[src/rtl/mmio_pkg.sv]
// Shared constants for the MMIO port responder: register offsets, bit indices
// and the default window base.
package mmio_pkg;

   localparam logic [31:0] DEFAULT_IO_BASE = 32'h1001_0040;

   localparam logic [2:0] OFF_PORT_OUT  = 3'd0;
   localparam logic [2:0] OFF_PORT_IN   = 3'd1;
   localparam logic [2:0] OFF_STATUS    = 3'd2;
   localparam logic [2:0] OFF_TIMER_CMP = 3'd3;
   localparam logic [2:0] OFF_TIMER_CNT = 3'd4;
   localparam logic [2:0] OFF_CTRL      = 3'd5;

   localparam int unsigned STATUS_IN_CHANGED  = 0;
   localparam int unsigned STATUS_TMR_EXPIRED = 1;

   localparam int unsigned CTRL_TMR_EN      = 0;
   localparam int unsigned CTRL_AUTO_RELOAD = 1;
   localparam int unsigned CTRL_IRQ_EN_IN   = 2;
   localparam int unsigned CTRL_IRQ_EN_TMR  = 3;

   // Window match ignores the low five address bits (32-byte window).
   function automatic logic inWindow(input logic [31:0] addr, input logic [31:0] base);
      return addr[31:5] == base[31:5];
   endfunction

endpackage

[src/rtl/io_input_sync.sv]
// Two-flop synchronizer for the 8-bit input port plus a history register
// used to flag changes of the synchronized value.
module io_input_sync (
   input  logic       clk,
   input  logic       reset,
   input  logic [7:0] portIn,
   output logic [7:0] syncIn,
   output logic       changedPulse
);

   logic [7:0] stage1Q;
   logic [7:0] syncQ;
   logic [7:0] prevQ;

   always_ff @(posedge clk) begin
      if (reset) begin
         stage1Q <= '0;
         syncQ   <= '0;
         prevQ   <= '0;
      end else begin
         stage1Q <= portIn;
         syncQ   <= stage1Q;
         prevQ   <= syncQ;
      end
   end

   assign syncIn       = syncQ;
   assign changedPulse = (syncQ != prevQ);

endmodule

[src/rtl/mmio_port_responder.sv]
// Memory-mapped I/O slave on the data-memory bus: output port, synchronized
// input port with sticky change flag, and a compare timer with interrupt.
module mmio_port_responder
   import mmio_pkg::*;
#(
   parameter logic [31:0] IO_BASE     = DEFAULT_IO_BASE,
   parameter int unsigned TIMER_WIDTH = 32
) (
   input  logic        clk,
   input  logic        reset,
   input  logic [31:0] Address,
   input  logic [31:0] WriteData,
   input  logic        MemWrite,
   input  logic        MemRead,
   input  logic [7:0]  PortIn,
   output logic [31:0] ReadData,
   output logic        Hit,
   output logic [31:0] PortOut,
   output logic        Irq
);

   logic [2:0]             offset;
   logic                   wrEn;
   logic                   unusedAddr;

   logic [31:0]            portOutQ, portOutD;
   logic [1:0]             statusQ, statusD;
   logic [3:0]             ctrlQ, ctrlD;
   logic [TIMER_WIDTH-1:0] cmpQ, cmpD;
   logic [TIMER_WIDTH-1:0] cntQ, cntD;

   logic [7:0]             syncIn;
   logic                   changedPulse;
   logic                   tmrExpire;
   logic [1:0]             w1cMask;

   assign Hit        = inWindow(Address, IO_BASE);
   assign offset     = Address[4:2];
   assign wrEn       = Hit & MemWrite;
   assign unusedAddr = ^Address[1:0];

   io_input_sync uInputSync (
      .clk          (clk),
      .reset        (reset),
      .portIn       (PortIn),
      .syncIn       (syncIn),
      .changedPulse (changedPulse)
   );

   always_comb begin
      portOutD  = portOutQ;
      cmpD      = cmpQ;
      ctrlD     = ctrlQ;
      cntD      = cntQ;
      tmrExpire = 1'b0;
      w1cMask   = '0;

      if (ctrlQ[CTRL_TMR_EN]) begin
         if (cntQ == cmpQ) begin
            tmrExpire = 1'b1;
            cntD      = '0;
            if (!ctrlQ[CTRL_AUTO_RELOAD]) begin
               ctrlD[CTRL_TMR_EN] = 1'b0;
            end
         end else begin
            cntD = cntQ + TIMER_WIDTH'(1);
         end
      end

      // Software writes are applied after the timer update so they take priority.
      if (wrEn) begin
         unique case (offset)
            OFF_PORT_OUT:  portOutD = WriteData;
            OFF_STATUS:    w1cMask  = WriteData[1:0];
            OFF_TIMER_CMP: cmpD     = WriteData[TIMER_WIDTH-1:0];
            OFF_CTRL: begin
               ctrlD = WriteData[3:0];
               if (!ctrlQ[CTRL_TMR_EN] && WriteData[CTRL_TMR_EN]) begin
                  cntD = '0;
               end
            end
            default: ;
         endcase
      end

      // Set beats clear when both happen in the same cycle.
      statusD = (statusQ & ~w1cMask);
      statusD[STATUS_IN_CHANGED]  = statusD[STATUS_IN_CHANGED] | changedPulse;
      statusD[STATUS_TMR_EXPIRED] = statusD[STATUS_TMR_EXPIRED] | tmrExpire;
   end

   always_ff @(posedge clk) begin
      if (reset) begin
         portOutQ <= '0;
         statusQ  <= '0;
         ctrlQ    <= '0;
         cmpQ     <= '1;
         cntQ     <= '0;
      end else begin
         portOutQ <= portOutD;
         statusQ  <= statusD;
         ctrlQ    <= ctrlD;
         cmpQ     <= cmpD;
         cntQ     <= cntD;
      end
   end

   always_comb begin
      ReadData = '0;
      if (Hit && MemRead) begin
         unique case (offset)
            OFF_PORT_OUT:  ReadData = portOutQ;
            OFF_PORT_IN:   ReadData = {24'b0, syncIn};
            OFF_STATUS:    ReadData = {30'b0, statusQ};
            OFF_TIMER_CMP: ReadData = 32'(cmpQ);
            OFF_TIMER_CNT: ReadData = 32'(cntQ);
            OFF_CTRL:      ReadData = {28'b0, ctrlQ};
            default:       ReadData = '0;
         endcase
      end
   end

   assign PortOut = portOutQ;
   assign Irq     = (statusQ[STATUS_IN_CHANGED]  & ctrlQ[CTRL_IRQ_EN_IN]) |
                    (statusQ[STATUS_TMR_EXPIRED] & ctrlQ[CTRL_IRQ_EN_TMR]);

endmodule
[config.mk]
export PLATFORM = sky130hd
export DESIGN_NAME = mmio_port_responder
export DESIGN_NICKNAME = d
export VERILOG_FILES = /design/src/rtl/mmio_pkg.sv /design/src/rtl/io_input_sync.sv /design/src/rtl/mmio_port_responder.sv
export SDC_FILE = /design/constraint.sdc
export NUM_CORES = 1
export LEC_CHECK = 0
export BUFFER_PORTS_ARGS = -buffer_cell sky130_fd_sc_hd__buf_2
export CAP_MARGIN = 5
export CORE_MARGIN = 2
export CORE_UTILIZATION = 50
export CTS_BUF_LIST = sky130_fd_sc_hd__clkbuf_8
export DETAILED_ROUTE_END_ITERATION = 8
export GPL_TIMING_DRIVEN = 0
export PLACE_DENSITY_LB_ADDON = 0.15
export SKIP_CTS_REPAIR_TIMING = 1
export SYNTH_ARGS = -nofsm -noshare
export SYNTH_HDL_FRONTEND = slang
export SYNTH_SLANG_ARGS = --single-unit
[constraint.sdc]
create_clock -name clk -period 4.2 [get_ports clk]
set_clock_uncertainty 0.05 [all_clocks]
set_input_delay 0.63 -clock clk [delete_from_list [all_inputs] [get_ports clk]]
set_output_delay 0.63 -clock clk [all_outputs]
set_load 0.01 [all_outputs]
==> results of run 1 <==
## registers in the layout, summed over array words and instances, names as in the netlist
name                count
ctrlQ                   4
uInputSync.syncIn       8
statusQ                 2
uInputSync.prevQ        8
cmpQ                   32
cntQ                   32
uInputSync.stage1Q      8
PortOut                32
## Yosys cell counts (all sizes together), types with 4 or more instances
library cell  instances
a21oi                32
a22oi                28
a31oi                 5
and2                  5
and3                  6
buf                  13
clkbuf               40
dfxtp               126
mux2i                41
nand2                83
nand3                17
nand3b               31
nand4                 8
nor2                139
nor2b                28
nor3                  8
nor4                 17
o21ai                 4
xnor2                 9
xor2                 56
## metal layers
layer | vias to the layer above | part of all wire (%) | global-route usage, %
met4 | 0 | 2.2 | 9.719
met2 | 206 | 46 | 43.84
met1 | 2645 | 46 | 36.43
met3 | 28 | 5.8 | 4.902
li1 | 2788 | - | -
met5 | - | 0 | 0
## report_power, final
group	switching, mW	internal [mW]	total [mW]
combinational	0.0859	0.0631	0.149
sequential	0.00540	1.20	1.21
clock	0.551	0.489	1.04
total	0.643	1.76	2.40
## kinds of logic (layout without fill, tap and decap cells)
group,count (synthesis),after routing,synth area share (%)
flops,126,126,40.92
xor+xnor,65,65,9.235
buf+inv,56,225,4.709
fa+ha+maj,1,1,0.2029
compound gates,82,82,8.606
mux,46,46,7.936
simple gates,354,354,28.39
## final timing paths
kind | to | slack, ns | cells past startpoint
worst min-delay path | uInputSync.stage1Q[1] | 0.33 | 2
worst max-delay path | ReadData[13] | 0.76 | 9
worst min register to register | uInputSync.syncIn[1] | 0.39 | 1
worst max register to register | cntQ[12] | 1.78 | 8
## final cells by class
cell class                 instances  area (um2)  share of cell area (%)
clock inverter                    15       155.1                   2.090
multi-input combinational        548        3352                   45.15
sequential                       126        2522                   33.98
buffer                            53       279.0                   3.759
timing repair buffer             137       685.7                   9.236
tap                              147       183.9                   2.478
clock buffer                      17       234.0                   3.152
inverter                           3       11.26                  0.1517
## stage by stage
stage	instances	util, %	hold slack (ns)	worst slack (ns)
6_report	1046	61.80	0.3326	0.7618
3_5_place_dp	1014	58.56	0.3758	0.8296
3_3_place_gp	1014	58.56	0.3680	0.8557
5_1_grt	1046	61.80	0.3105	0.5847
4_1_cts	1046	61.80	0.3216	0.8296
2_1_floorplan	730	-	0.3638	1.328
==> run_results.csv, run 1 <==
group,metric,value,unit
hold_path,hp-start,"PortIn[1]",
clock_tree,root_buffer,"clkbuf_8",
die,die_h,115.0,um
synth,yosysTopAreaCellShare,40.92,%
drt,dr.pass1.iters,5,
timing,rsz0062_at_grt,"false",
synth,synth_top_flop_cell,"dfxtp_1",
timing,hold_violations,0,
timing,period_needed,3.438,ns
critical_path,cp_common_cell,"clkbuf_1",
finish,n_antenna_cell,0,
critical_path,endpoint_kind,"output pin",
timing,worstMarginPinSlew,0.8695,ns
grt,gr-usage-all-layers,27.09,%
synth,synth_cell_types,48,
clock_tree,cts_tree,"yes",
synth,ys_warn_count,0,
drt,wl_per_cell,16.64,um
finish,area_delta_synth_final,20.42,%
critical_path,crit_fanout,10,
grt,antenna_found_initial,0,
grt,grt_max_degree,17,
critical_path,worstReg2RegStart,"cntQ[11]",
finish,layout_common_cells,"buf_2 (143), nor2_1 (138), dfxtp_1 (126), nand2_1 (83), xor2_1 (56)",
critical_path,critPathLaunchType,"primary input",
die,ioPinCount,142,
grt,grt_pass1_wl,27.68,mm
critical_path,path_cells,"buf_2, clkbuf_1, nor2_2, and2_1, clkbuf_1, clkbuf_1, a21oi_1, nor2_1, buf_2",
clock_tree,cts.sinks,126,
placement,portBuffers,137,
drt,viasPerCell,5.418,
finish,fin_nets,963,
timing,finalCritPeriodShare,81.86,%
synth,synth_top_cells_by_area,"dfxtp_1 (41%), nor2_1 (8.4%), xor2_1 (8.0%)",
timing,max_slew_margin,41.58,%
timing,slew_violations,0,
synth,ys_seq_area_share,40.92,%
die,die_x,115.0,um
critical_path,arrival,2.76,ns
placement,place_congestion,0.9140,
grt,grt_overflow,0,
power_and_ir_drop,peakVddDrop,0.4428,mV
run,max_cap_viol_count,0,
synth,synth_nets,807,
placement,placed_cell_area,0.007034,mm2
die,core_area,0.01201,mm2
timing,setup_tns,0,ns
die,initial_core_util,51.32,%
critical_path,crit_buf_inv,5,
timing,timing.fmax,0.2909,GHz
critical_path,cp_data_required_time,3.52,ns
finish,final_common_cell,"buf_2",
synth,synthesis.instances,730,
grt,grt_pass1_vias,5386,
status,status,"finished, final reports clean",
clock_tree,cts_made_buffers,17,
finish,final_area,0.007423,mm2
critical_path,crit_path_max_incr_delay,0.51,ns
critical_path,critPathKind,"in2out",
timing,setup_viol,0,
drt,drtIter0Drc,477,
die,row_count,40,
clock_tree,insertion_delay,0.45,ns
drt,routed-via-count,5667,
finish,drive_gt1_share,21.80,%
synth,async_flop_share,0,%
critical_path,worst_path_max_delay_cell,"nor2_2",
die,die_area,0.01323,mm2
clock_tree,clk_path_buf_depth,2,
hold_path,worstHoldPathType,"in2reg",
drt,drc,0,
synth,synthesis.area,0.006165,mm2
power_and_ir_drop,leakage,3.094,nW
critical_path,startpoint,"Address[3]",
clock_tree,clkSlewWorstSetupHoldPaths,0.08,ns
critical_path,crit_family,"buffers and inverters",
finish,nFillCells,1107,
power_and_ir_drop,power,2.398,mW
synth,synth_top_area_cell,"dfxtp_1",
clock_tree,htreeDepth,4,
power_and_ir_drop,power_density,323.0,mW/mm2
placement,dpl.hpwl,13.41,mm
synth,synth_seq_cells,126,
drt,ant_nets,0,
synth,synth_edf_count,0,
synth,avgSynthCellArea,8.445,um2
drt,totalWireLength,17.41,mm
Note: power is estimated with default switching activity, not from simulation.
==> inputs of run 2 (changes only) <==
==> constraint.sdc (replaced) <==
create_clock -name clk -period 3.05 [get_ports clk]
set_clock_uncertainty 0.05 [all_clocks]
set_input_delay 0.4575 -clock clk [delete_from_list [all_inputs] [get_ports clk]]
set_output_delay 0.4575 -clock clk [all_outputs]
set_load 0.01 [all_outputs]
==> run 2 against run 1 <==
Clock power rose by 38%; final cell count barely moved; utilization is 0.15 points higher; hold slack worse by 0.17 ns; critical endpoint is now ReadData[7]; via count rose by 0.67%.
==> run_results.csv, run 2 (synthesis results as in run 1) <==
group,metric,value,unit
status,status,"finished, final reports clean",
critical_path,critPathLaunchType,"primary input",
grt,grt_pass1_wl,27.68,mm
grt,grt_overflow,0,
drt,routed-via-count,5705,
drt,drc,0,
die,die_area,0.01323,mm2
drt,viasPerCell,5.449,
clock_tree,cts.sinks,126,
die,initial_core_util,51.32,%
placement,place_congestion,0.9140,
finish,layout_common_cells,"buf_2 (143), nor2_1 (138), dfxtp_1 (126), nand2_1 (83), xor2_1 (56)",
timing,period_needed,2.926,ns
finish,final_common_cell,"buf_2",
clock_tree,htreeDepth,4,
die,die_x,115.0,um
timing,hold_violations,0,
hold_path,worstHoldPathType,"in2reg",
grt,gr-usage-all-layers,27.09,%
grt,grt_pass1_vias,5386,
clock_tree,clk_path_buf_depth,2,
finish,area_delta_synth_final,20.70,%
clock_tree,cts_made_buffers,17,
clock_tree,cts_tree,"yes",
run,max_cap_viol_count,0,
power_and_ir_drop,power_density,444.3,mW/mm2
drt,drtIter0Drc,435,
power_and_ir_drop,peakVddDrop,0.6100,mV
power_and_ir_drop,power,3.306,mW
placement,dp_slack,0.02463,ns
power_and_ir_drop,leakage,3.112,nW
critical_path,endpoint_kind,"output pin",
grt,antenna_found_initial,0,
placement,dpl.hpwl,13.41,mm
die,row_count,40,
placement,portBuffers,137,
finish,nFillCells,1107,
clock_tree,insertion_delay,0.45,ns
critical_path,cp_data_required_time,2.54,ns
timing,timing.fmax,0.3417,GHz
critical_path,crit_fanout,10,
timing,finalCritPeriodShare,95.94,%
critical_path,arrival,2.42,ns
drt,wl_per_cell,16.64,um
drt,dr.pass1.iters,5,
timing,worstMarginPinSlew,0.8519,ns
grt,grt_max_degree,17,
critical_path,critPathKind,"in2out",
die,die_h,115.0,um
finish,drive_gt1_share,22.33,%
timing,fin_ws,0.1238,ns
clock_tree,root_buffer,"clkbuf_8",
finish,fin_nets,964,
drt,ant_nets,0,
timing,slew_violations,0,
drt,totalWireLength,17.42,mm
die,ioPinCount,142,
finish,n_antenna_cell,0,
timing,setup_viol,0,
die,core_area,0.01201,mm2
clock_tree,clkSlewWorstSetupHoldPaths,0.08,ns
timing,max_slew_margin,42.77,%
run 2: cell types whose count changed in the layout (fill, tap and decap cells not counted):
cell / before / now
nor2_2: 1 / 0
clkbuf_2: 0 / 4
clkbuf_1: 40 / 36
nor2_4: 0 / 1
buf_4: 2 / 3
run 2: where the power goes:
group | switching (mW) | leakage [nW] | internal [mW] | total [mW]
registers | 0.00746 | 1.02 | 1.66 | 1.66
clock network | 0.762 | 0.197 | 0.673 | 1.44
logic | 0.118 | 1.89 | 0.0875 | 0.206
run 2: worst paths after layout:
check                          end  slack, ns  depth (start not counted)             startpoint
max                    ReadData[7]       0.12                          9             Address[2]
min          uInputSync.stage1Q[1]       0.16                          2              PortIn[1]
max reg2reg               cntQ[12]       0.63                          8               cntQ[11]
min reg2reg   uInputSync.syncIn[1]       0.39                          1  uInputSync.stage1Q[1]
run 2: stage by stage:
| step | area, um2 | TNS [ns] | cells | hold slack [ns] | utilization (%) |
|---|---|---|---|---|---|
| 6_report | 7441 | 0 | 1047 | 0.1608 | 61.95 |
| 5_1_grt | 7441 | -0.002539 | 1047 | 0.1380 | 61.95 |
| 4_1_cts | 7423 | 0 | 1046 | 0.1491 | 61.80 |
| 3_5_place_dp | 7034 | 0 | 1014 | 0.3758 | 58.56 |
| 3_3_place_gp | 7034 | 0 | 1014 | 0.3680 | 58.56 |
| 2_1_floorplan | 6165 | 0 | 730 | 0.3638 | - |
run 2: cell type report:
type | instances | area [um2] | share of cell area [%]
Timing Repair Buffer | 138 | 693.2 | 9.316
Buffer | 53 | 284.0 | 3.817
Inverter | 3 | 11.26 | 0.1513
Multi-Input combinational cell | 548 | 3357 | 45.12
Tap cell | 147 | 183.9 | 2.472
Sequential cell | 126 | 2522 | 33.90
Clock buffer | 17 | 234.0 | 3.144
Clock inverter | 15 | 155.1 | 2.085
run 2: critical path, cell delays in order:
cell and delay [ns]:
clkbuf_1 0.30, clkbuf_1 0.58, mux2i_1 0.32, nor2_1 0.06
a21oi_1 0.14, nor2_1 0.07, a31oi_1 0.27, nor2_1 0.07
buf_2 0.14
run 2: layer usage:
metal | GRT usage (%) | share of wire [%] | vias up
met4 | 9.719 | 2.0 | 0
met5 | 0 | 0 | -
li1 | - | - | 2787
met2 | 43.84 | 47 | 217
met3 | 4.902 | 6.9 | 23
met1 | 36.43 | 45 | 2678
